==> config.mk <==
export PLATFORM = sky130hd
export DESIGN_NAME = mem_access_arbiter
export DESIGN_NICKNAME = d
export VERILOG_FILES = /design/src/rtl/mem_arb_pkg.sv /design/src/rtl/rr_arb2.sv /design/src/rtl/mem_access_arbiter.sv
export SDC_FILE = /design/constraint.sdc
export NUM_CORES = 1
export LEC_CHECK = 0
export BUFFER_PORTS_ARGS = -buffer_cell sky130_fd_sc_hd__buf_2
export CAP_MARGIN = 20
export CORE_AREA = 2 2 92 94
export DETAILED_ROUTE_END_ITERATION = 12
export DIE_AREA = 0 0 94 96
export PLACE_DENSITY = 0.78
export SLEW_MARGIN = 25
export SYNTH_ARGS = -nofsm -noshare
export SYNTH_HDL_FRONTEND = slang
export SYNTH_SLANG_ARGS = --single-unit
==> constraint.sdc <==
create_clock -name clk -period 2 [get_ports clk]
set_input_delay 0.1 -clock clk [delete_from_list [all_inputs] [get_ports clk]]
set_output_delay 0.1 -clock clk [all_outputs]
set_load 0.1 [all_outputs]
==> src/rtl/mem_arb_pkg.sv <==
// rtl/mem_arb_pkg.sv - shared types and constants for the memory access arbiter
package mem_arb_pkg;

  typedef enum logic [1:0] {
    IDLE  = 2'd0,
    ISSUE = 2'd1,
    RESP  = 2'd2
  } state_t;

  localparam logic REQ_IF = 1'b0;
  localparam logic REQ_DM = 1'b1;

  localparam logic [1:0] ALIGN_MASK = 2'b11;

  function automatic logic misaligned(input logic [1:0] addr_lsb);
    return (addr_lsb & ALIGN_MASK) != 2'b00;
  endfunction

endpackage

==> src/rtl/rr_arb2.sv <==
// rtl/rr_arb2.sv - two-input grant logic; round-robin when MEM_ARB_ROUND_ROBIN_EN is defined, else fixed DM>IF
module rr_arb2
  import mem_arb_pkg::*;
(
`ifdef MEM_ARB_ROUND_ROBIN_EN
  input  logic       clk,
  input  logic       rst_n,
`endif
  input  logic       en_i,
  input  logic [1:0] req_i,
  output logic [1:0] gnt_o
);

  logic win;

`ifdef MEM_ARB_ROUND_ROBIN_EN
  logic ptr_q, ptr_d;

  // Pointer side wins ties; after any grant the other side gets priority.
  always_comb begin
    gnt_o = 2'b00;
    ptr_d = ptr_q;
    win   = req_i[ptr_q] ? ptr_q : ~ptr_q;
    if (en_i && (req_i != 2'b00)) begin
      gnt_o[win] = 1'b1;
      ptr_d      = ~win;
    end
  end

  always_ff @(posedge clk or negedge rst_n) begin
    if (!rst_n) begin
      ptr_q <= REQ_IF;
    end else begin
      ptr_q <= ptr_d;
    end
  end
`else
  always_comb begin
    gnt_o = 2'b00;
    win   = req_i[REQ_DM] ? REQ_DM : REQ_IF;
    if (en_i && (req_i != 2'b00)) begin
      gnt_o[win] = 1'b1;
    end
  end
`endif

endmodule

==> src/rtl/mem_access_arbiter.sv <==
// rtl/mem_access_arbiter.sv - shares one memory port between IF and DM; MEM_ARB_ROUND_ROBIN_EN selects round-robin
module mem_access_arbiter
  import mem_arb_pkg::*;
#(
  parameter int DATA_WIDTH  = 32,
  parameter int ADDR_WIDTH  = 32,
  parameter bit ALIGN_CHECK = 1'b1
) (
  input  logic                  clk,
  input  logic                  reset,
  input  logic                  If_Req_i,
  input  logic [ADDR_WIDTH-1:0] If_Addr_i,
  output logic                  If_Ready_o,
  output logic                  If_Rvalid_o,
  input  logic                  Dm_Req_i,
  input  logic                  Dm_We_i,
  input  logic [ADDR_WIDTH-1:0] Dm_Addr_i,
  input  logic [DATA_WIDTH-1:0] Dm_Wdata_i,
  output logic                  Dm_Ready_o,
  output logic                  Dm_Rvalid_o,
  output logic [DATA_WIDTH-1:0] Rdata_o,
  output logic                  Err_o,
  output logic [ADDR_WIDTH-1:0] Mem_Address_o,
  output logic                  Mem_Write_Enable_o,
  output logic [DATA_WIDTH-1:0] Mem_Write_Data_o,
  input  logic [DATA_WIDTH-1:0] Mem_Read_Data_i,
  output logic                  Busy_o
);

  state_t                state_q, state_d;
  logic [ADDR_WIDTH-1:0] addr_q, addr_d;
  logic [DATA_WIDTH-1:0] wdata_q, wdata_d;
  logic                  we_q, we_d;
  logic                  err_q, err_d;
  logic                  rd_q, rd_d;
  logic                  owner_q, owner_d;

  logic       accept_win;
  logic       accept;
  logic [1:0] req;
  logic [1:0] gnt;

  // Gating with reset keeps Ready low while reset is held, like every other output.
  assign accept_win = reset && ((state_q == IDLE) || (state_q == RESP));
  assign req        = {Dm_Req_i, If_Req_i};
  assign accept     = gnt != 2'b00;

  rr_arb2 u_arb (
`ifdef MEM_ARB_ROUND_ROBIN_EN
    .clk   (clk),
    .rst_n (reset),
`endif
    .en_i  (accept_win),
    .req_i (req),
    .gnt_o (gnt)
  );

  always_comb begin
    state_d = state_q;
    addr_d  = addr_q;
    wdata_d = wdata_q;
    we_d    = we_q;
    err_d   = err_q;
    rd_d    = rd_q;
    owner_d = owner_q;

    case (state_q)
      IDLE:    state_d = accept ? ISSUE : IDLE;
      ISSUE:   state_d = RESP;
      RESP:    state_d = accept ? ISSUE : IDLE;
      default: state_d = IDLE;
    endcase

    if (accept) begin
      if (gnt[REQ_DM]) begin
        addr_d  = Dm_Addr_i;
        wdata_d = Dm_Wdata_i;
        err_d   = ALIGN_CHECK && misaligned(Dm_Addr_i[1:0]);
        we_d    = Dm_We_i && !(ALIGN_CHECK && misaligned(Dm_Addr_i[1:0]));
        rd_d    = !Dm_We_i;
        owner_d = REQ_DM;
      end else begin
        addr_d  = If_Addr_i;
        err_d   = ALIGN_CHECK && misaligned(If_Addr_i[1:0]);
        we_d    = 1'b0;
        rd_d    = 1'b1;
        owner_d = REQ_IF;
      end
    end
  end

  always_ff @(posedge clk or negedge reset) begin
    if (!reset) begin
      state_q <= IDLE;
      addr_q  <= '0;
      wdata_q <= '0;
      we_q    <= 1'b0;
      err_q   <= 1'b0;
      rd_q    <= 1'b0;
      owner_q <= REQ_IF;
    end else begin
      state_q <= state_d;
      addr_q  <= addr_d;
      wdata_q <= wdata_d;
      we_q    <= we_d;
      err_q   <= err_d;
      rd_q    <= rd_d;
      owner_q <= owner_d;
    end
  end

  assign If_Ready_o  = gnt[REQ_IF];
  assign Dm_Ready_o  = gnt[REQ_DM];

  // Payload registers only load on accept, so the bus holds its value between accesses.
  assign Mem_Address_o      = addr_q;
  assign Mem_Write_Data_o   = wdata_q;
  assign Mem_Write_Enable_o = (state_q == ISSUE) && we_q;

  assign If_Rvalid_o = (state_q == RESP) && (owner_q == REQ_IF);
  assign Dm_Rvalid_o = (state_q == RESP) && (owner_q == REQ_DM);
  assign Err_o       = (state_q == RESP) && err_q;
  assign Rdata_o     = ((state_q == RESP) && rd_q && !err_q) ? Mem_Read_Data_i : '0;
  assign Busy_o      = state_q != IDLE;

endmodule
==> results.sh, run 1 <==
export IMPL_ant_nets=0
export IMPL_grt_pass1_vias=3185
export IMPL_status="completed"
export IMPL_syn_nets=372
export IMPL_netlist_area_sq_um=3110
export IMPL_slew_headroom_pct=55.3
export IMPL_die_h_um=96
export IMPL_cts_buffers=9
export IMPL_cts_setup_buffers=0
export IMPL_finalMaxSlewViolations=0
export IMPL_timing_critical_path_max_delay_family="simple AND/OR/NAND/NOR gates"
export IMPL_whs_endpoint="Mem_Write_Data_o[5]"
export IMPL_layout_nets=669
export IMPL_clock_path_buffers=2
export IMPL_critPathArrivalTime_ns=1.78
export IMPL_drive_gt1_share_pct=54.3
export IMPL_timing_rr_end="Mem_Write_Data_o[24]"
export IMPL_maxCapViolCount=0
export IMPL_r2r_cells=4
export IMPL_p_sw_mw=2.94
export IMPL_power_frac_comb_pct=50.3
export IMPL_grt_pass1_wl_um=15100
export IMPL_synth_edf_count=0
export IMPL_first_iter_violations=90
export IMPL_crit_buf_inv=1
export IMPL_rsz0062_at_grt="false"
export IMPL_hold_viol_final=0
export IMPL_slowest_stage="and4bb_4"
export IMPL_r2r_slack_ns=0.28
export IMPL_multi_input_area_sq_um=1260
export IMPL_dp_hpwl_um=7150
export IMPL_initial_utilization_pct=38.6
export IMPL_synth_cell_types=26
export IMPL_final_seq_area_sq_um=1750
export IMPL_routed_via_count=3160
export IMPL_gp_congestion=0.850
export IMPL_start_kind="register"
export IMPL_io_pins=236
export IMPL_ys_warn_count=0
export IMPL_antenna_cells=0
export IMPL_route_met3_wl_um=793
export IMPL_top_layer="met4"
export IMPL_dieArea_sq_um=9020
export IMPL_wire_per_inst_um=15.9
export IMPL_core_area_sq_um=8050
export IMPL_ys_async_sr_fraction_pct=100
export IMPL_cts_tree="yes"
export IMPL_synth_seq_area_share_pct=56.4
export IMPL_final_setup_tns_ns=0
export IMPL_r2r_start="state_q[0]"
export IMPL_wirelength_met1_um=3540
export IMPL_n_fill_cell=558
export IMPL_worstMarginPinSlew_ns=0.670
export IMPL_portBuffers=235
export IMPL_min_period_over_period_pct=94.2
export IMPL_seqPwrFrac_pct=31.0
export IMPL_p_int_mw=2.89
export IMPL_drc=0
export IMPL_syn_inst=239
export IMPL_gr_total_overflow=0
export IMPL_fp_row_count=33
export IMPL_criticalPathCategory="register to output port"
export IMPL_antenna_found_initial=0
export IMPL_cts_htree_levels=3
export IMPL_clk_pin_slew_ns=0.07
export IMPL_grtUsageTotal_pct=22.1
export IMPL_end_kind="output port"
export IMPL_leakagePower_nw=2.83
export IMPL_first_pass_iters=4
export IMPL_crit_chain="and4bb_4 > and2_1 > buf_12"
export IMPL_slowest_delay_ns=0.53
export IMPL_root_buffer="clkbuf_8"
export IMPL_synth_top_area_cell="dfrtp_1"
export IMPL_clockPowerShare_pct=18.8
export IMPL_synthDominantCellAreaShare_pct=56.4
export IMPL_cts_sinks=70
export IMPL_switching_share_pct=50.4
export IMPL_grt_max_degree=54
export IMPL_synthFlopType="dfrtp_1"
export IMPL_routed_wl_met2_um=5520
export IMPL_period_minus_slack_ns=1.88
export IMPL_die_width_um=94
export IMPL_hold_path_depth=2
export IMPL_ys_top_cells_by_area="dfrtp_1 56%, and2_1 13%, mux2_2 12%"
export IMPL_cp_max_fo=32
export IMPL_syn2layout_area_growth_pct=83.6
export IMPL_final_core_util_pct=70.8
export IMPL_ir_drop_mv=0.600
export IMPL_worstPathRequired_ns=1.90
export IMPL_power_density_nw_per_um2=1020
export IMPL_holdCritStartpoint="Dm_Wdata_i[5]"
export IMPL_syn_area_per_cell_sq_um=13.0
export IMPL_setup_viol=0
export IMPL_timing_fmax_mhz=531
export IMPL_routed_wl_um=10300
export IMPL_ys_seq_elements=70
export IMPL_clk_latency_ns=0.34
export IMPL_min_delay_path_class="input port to register"
export IMPL_clock_skew_ns=0.0100
export IMPL_via_per_inst=4.90
==> logic make-up after synthesis <==
| logic type | after synthesis | synth area share, % |
|---|---|---|
| DFF | 70 | 56.4 |
| muxes | 32 | 11.6 |
| buffers and inverters | 17 | 3.46 |
| AOI/OAI and AO/OA | 39 | 11.8 |
| and+or+nand+nor | 81 | 16.8 |
==> metal layers <==
metal  up-vias  GRT usage [%]
met1      1502           22.6
met3        32           5.79
met2       179           40.4
met4         0           13.3
li1       1447              -
met5         -              0
==> flip-flops by register name (all words and copies together), names as in the netlist <==
name              count
owner_q               1
state_q               2
err_q                 1
rd_q                  1
Mem_Address_o        32
we_q                  1
Mem_Write_Data_o     32
==> Yosys cell counts (2+ instances only) <==
master     n
buf_6      5
clkbuf_1   6
and3b_1    3
nor2_1     3
nor2b_1    2
or2_2      2
buf_2      5
dfrtp_1   70
and2_1    63
mux2_2    32
nand2_1    2
a221o_1   30
a21oi_1    3
==> layout make-up <==
type / count / area share (%)
clock buffer: 11 / 2.48
multi-input combinational: 152 / 22.0
tap: 105 / 2.30
clock inverter: 4 / 0.834
timing repair buffer: 302 / 41.6
sequential: 70 / 30.7
inverter: 1 / 0.0658
==> through the flow <==
stage	hold WS (ns)	cell area [sq um]	setup WS [ns]	cells	power, mW
after floorplan	-0.196	3110	0.162	239	4.06
after global placement	0.106	4890	0.385	569	4.63
after detailed placement	0.0981	4890	0.301	569	4.67
after CTS	0.000451	5700	0.0934	645	5.87
after global routing	0.00103	5700	0.0116	645	6.04
final	0.0136	5700	0.116	645	5.84
==> worst register-to-register path, stage by stage, from the launching register on <==
cell	delay (ns)
dfrtp_1	0.47
nor2b_2	0.23
and2_4	0.29
buf_12	0.23
mux2_2	0.38
==> power by group through the flow <==
stage | combinational [mW] | sequential, mW | clock, mW
finish | 2.94 | 1.81 | 1.09
global route | 3.02 | 1.84 | 1.18
CTS | 2.93 | 1.81 | 1.13
detailed placement | 2.84 | 1.83 | 0
global placement | 2.81 | 1.82 | 0
floorplan | 0.508 | 3.55 | 0
==> how the worst max path moves through the flow <==
| stage | startpoint | endpoint | slack (ns) | depth (start not counted) |
|---|---|---|---|---|
| CTS | state_q[0] | Rdata_o[2] | 0.09 | 3 |
| detailed placement | state_q[0] | Mem_Write_Data_o[30] | 0.30 | 4 |
| floorplan | state_q[0] | Rdata_o[10] | 0.16 | 3 |
| global placement | state_q[0] | Rdata_o[2] | 0.38 | 3 |
| global route | state_q[0] | Rdata_o[5] | 0.01 | 3 |
| finish | state_q[0] | Rdata_o[2] | 0.12 | 3 |
==> layout by cell type, fill, tap and decap left out <==
cell type      synthesis  final
clkbuf_1               6      1
buf_6                  5      1
buf_4                  0      3
buf_12                 0     36
dlygate4sd3_1          0     61
or2_2                  2      2
buf_2                  5    201
and3b_1                3      3
a21o_1                 1      1
clkinvlp_4             0      1
nor2_1                 3      3
bufinv_16              0      1
nand2_1                2      2
and4bb_1               1      1
inv_1                  1      1
dfrtp_1               70     70
mux2_2                32     32
clkbuf_8               0     10
a2bb2oi_1              1      1
o22ai_1                1      1
a21oi_1                3      3
nor2b_2                1      1
and2_4                 1      1
nor3b_2                0      1
clkinv_2               0      2
nand2b_1               1      1
a221o_1               30     30
nor2b_1                2      2
o2bb2ai_1              1      1
a32o_1                 1      1
and4bb_4               0      1
and2_1                63     63
a2111oi_1              0      1
==> timing repair <==
item	CTS	global route
hold buffers	61	0
hold endpoints to repair	77	0
endpoints found under the setup margin	12	2
gates resized for setup	1	2
gates cloned	0	0
(Power assumes the default switching activity.)
==> run 2: changes to the inputs <==
--- a/config.mk
+++ b/config.mk
@@ -5,13 +5,16 @@
 export SDC_FILE = /design/constraint.sdc
 export NUM_CORES = 1
 export LEC_CHECK = 0
+export ABC_AREA = 0
 export BUFFER_PORTS_ARGS = -buffer_cell sky130_fd_sc_hd__buf_2
 export CAP_MARGIN = 20
 export CORE_AREA = 2 2 92 94
 export DETAILED_ROUTE_END_ITERATION = 12
 export DIE_AREA = 0 0 94 96
 export PLACE_DENSITY = 0.78
+export REMOVE_ABC_BUFFERS = 1
 export SLEW_MARGIN = 25
 export SYNTH_ARGS = -nofsm -noshare
 export SYNTH_HDL_FRONTEND = slang
 export SYNTH_SLANG_ARGS = --single-unit
+export TNS_END_PERCENT = 50
==> results.sh, run 2 (synthesized netlist as in run 1, its figures left out) <==
export IMPL_place_ws_ns=0.230
export IMPL_grt_max_degree=68
export IMPL_drive_gt1_share_pct=54.8
export IMPL_clockPowerShare_pct=19.5
export IMPL_grt_pass1_vias=3001
export IMPL_start_kind="register"
export IMPL_cts_tree="yes"
export IMPL_first_pass_iters=4
export IMPL_first_iter_violations=90
export IMPL_setup_viol=0
export IMPL_dp_hpwl_um=6560
export IMPL_n_fill_cell=616
export IMPL_crit_buf_inv=1
export IMPL_holdCritStartpoint="Dm_Addr_i[15]"
export IMPL_clk_pin_slew_ns=0.07
export IMPL_gp_congestion=0.800
export IMPL_ir_drop_mv=0.652
export IMPL_ant_nets=0
export IMPL_power_frac_comb_pct=49.4
export IMPL_io_pins=236
export IMPL_status="completed"
export IMPL_layout_commonest_cell="buf_2"
export IMPL_timing_rr_end="Mem_Write_Data_o[5]"
export IMPL_syn2layout_area_growth_pct=70.8
export IMPL_core_area_sq_um=8050
export IMPL_min_delay_path_class="input port to register"
export IMPL_routed_wl_um=9870
export IMPL_rsz0062_at_grt="false"
export IMPL_grt_pass1_wl_um=14300
export IMPL_p_int_mw=2.89
export IMPL_antenna_cells=0
export IMPL_finalMaxSlewViolations=0
export IMPL_die_h_um=96
export IMPL_timing_critical_path_max_delay_family="simple AND/OR/NAND/NOR gates"
export IMPL_die_width_um=94
export IMPL_hold_viol_final=0
export IMPL_r2r_slack_ns=0.29
export IMPL_min_period_over_period_pct=94.5
export IMPL_critPathArrivalTime_ns=1.79
export IMPL_antenna_found_initial=0
export IMPL_drc=0
export IMPL_routed_via_count=3011
export IMPL_period_minus_slack_ns=1.89
export IMPL_cp_max_fo=16
export IMPL_initial_utilization_pct=38.6
export IMPL_final_setup_worst_slack_ns=0.110
export IMPL_clock_path_buffers=2
export IMPL_whs_endpoint="Mem_Address_o[15]"
export IMPL_grtUsageTotal_pct=20.6
export IMPL_criticalPathCategory="register to output port"
export IMPL_seqPwrFrac_pct=31.2
export IMPL_hold_path_depth=2
export IMPL_clk_latency_ns=0.32
export IMPL_dieArea_sq_um=9020
export IMPL_root_buffer="clkbuf_8"
export IMPL_slowest_delay_ns=0.51
export IMPL_worstMarginPinSlew_ns=0.795
export IMPL_p_sw_mw=2.92
export IMPL_crit_chain="and4bb_2 > and2_1 > buf_4"
export IMPL_portBuffers=235
export IMPL_clock_skew_ns=0.00545
export IMPL_wire_per_inst_um=15.5
export IMPL_cts_sinks=70
export IMPL_layout_nets=661
export IMPL_cts_buffers=9
export IMPL_gr_total_overflow=0
export IMPL_r2r_cells=4
export IMPL_r2r_start="state_q[0]"
export IMPL_timing_fmax_mhz=529
export IMPL_switching_share_pct=50.3
export IMPL_maxCapViolCount=0
export IMPL_layout_common_cells="201 x buf_2, 70 x dfrtp_1, 63 x and2_1"
export IMPL_worstPathRequired_ns=1.90
export IMPL_end_kind="output port"
export IMPL_slew_headroom_pct=47.0
export IMPL_fp_row_count=33
export IMPL_slowest_stage="and4bb_2"
export IMPL_leakagePower_nw=2.72
export IMPL_power_density_nw_per_um2=1100
export IMPL_cts_htree_levels=3
export IMPL_final_setup_tns_ns=0
export IMPL_via_per_inst=4.72
run 2: changes by cell type in the layout (fill, tap and decap cells not counted), sizes merged:
cell,delta
and4bb,+1
buf,-8
clkbuf,+9
clkinv,-1
dlygate4sd3,-8
run 2: timing repair:
item | in CTS | in global routing
gates cloned | 0 | 1
gates resized for setup | 19 | 7
hold buffers | 51 | 2
endpoints found under the hold margin | 53 | 2
pin swaps | 0 | 1
setup buffers | 0 | 0
setup endpoints to repair | 25 | 7
run 2: final cells by class:
cell class / count / area (sq um) / share of cell area, %
Tap cell: 105 / 131 / 2.48
Multi-Input combinational cell: 153 / 1260 / 23.8
Sequential cell: 70 / 1750 / 33.0
Clock inverter: 3 / 42.5 / 0.802
Timing Repair Buffer: 293 / 1950 / 36.8
Inverter: 1 / 3.75 / 0.0708
Clock buffer: 13 / 159 / 3.00
run 2: through the flow:
step	power (mW)	hold WS, ns	instance area, sq um	util, %	cells
2_1_floorplan	4.04	-0.196	3000	-	223
3_3_place_gp	4.58	-0.0695	4490	55.8	568
3_5_place_dp	4.61	-0.0656	4490	55.8	568
4_1_cts	5.84	0.00184	5260	65.3	635
5_1_grt	6.04	0.000734	5310	65.9	638
6_report	5.82	0.0210	5310	65.9	638
run 2: worst max path at each step:
stage                             end       start  cells past startpoint
final                     Rdata_o[15]  state_q[0]                      3
after global routing       Rdata_o[2]  state_q[0]                      3
after CTS                 Rdata_o[14]  state_q[0]                      3
after detailed placement  Rdata_o[21]  state_q[0]                      3
after global placement    Rdata_o[30]  state_q[0]                      3
after floorplan           If_Rvalid_o  state_q[0]                      1
run 2: routing by layer:
layer	track usage (%)	wire (um)	vias up
met5	0	0	-
met4	7.13	117	0
met3	4.07	491	12
met2	37.6	5310	116
met1	24.4	3950	1444
li1	-	-	1439
run 2: power by group through the flow:
| stage | Combinational, mW | Clock, mW | Sequential, mW |
|---|---|---|---|
| detailed placement | 2.79 | 0 | 1.82 |
| global placement | 2.76 | 0 | 1.81 |
| finish | 2.87 | 1.13 | 1.81 |
| floorplan | 0.487 | 0 | 3.55 |
| CTS | 2.87 | 1.17 | 1.80 |
| global route | 2.96 | 1.24 | 1.84 |
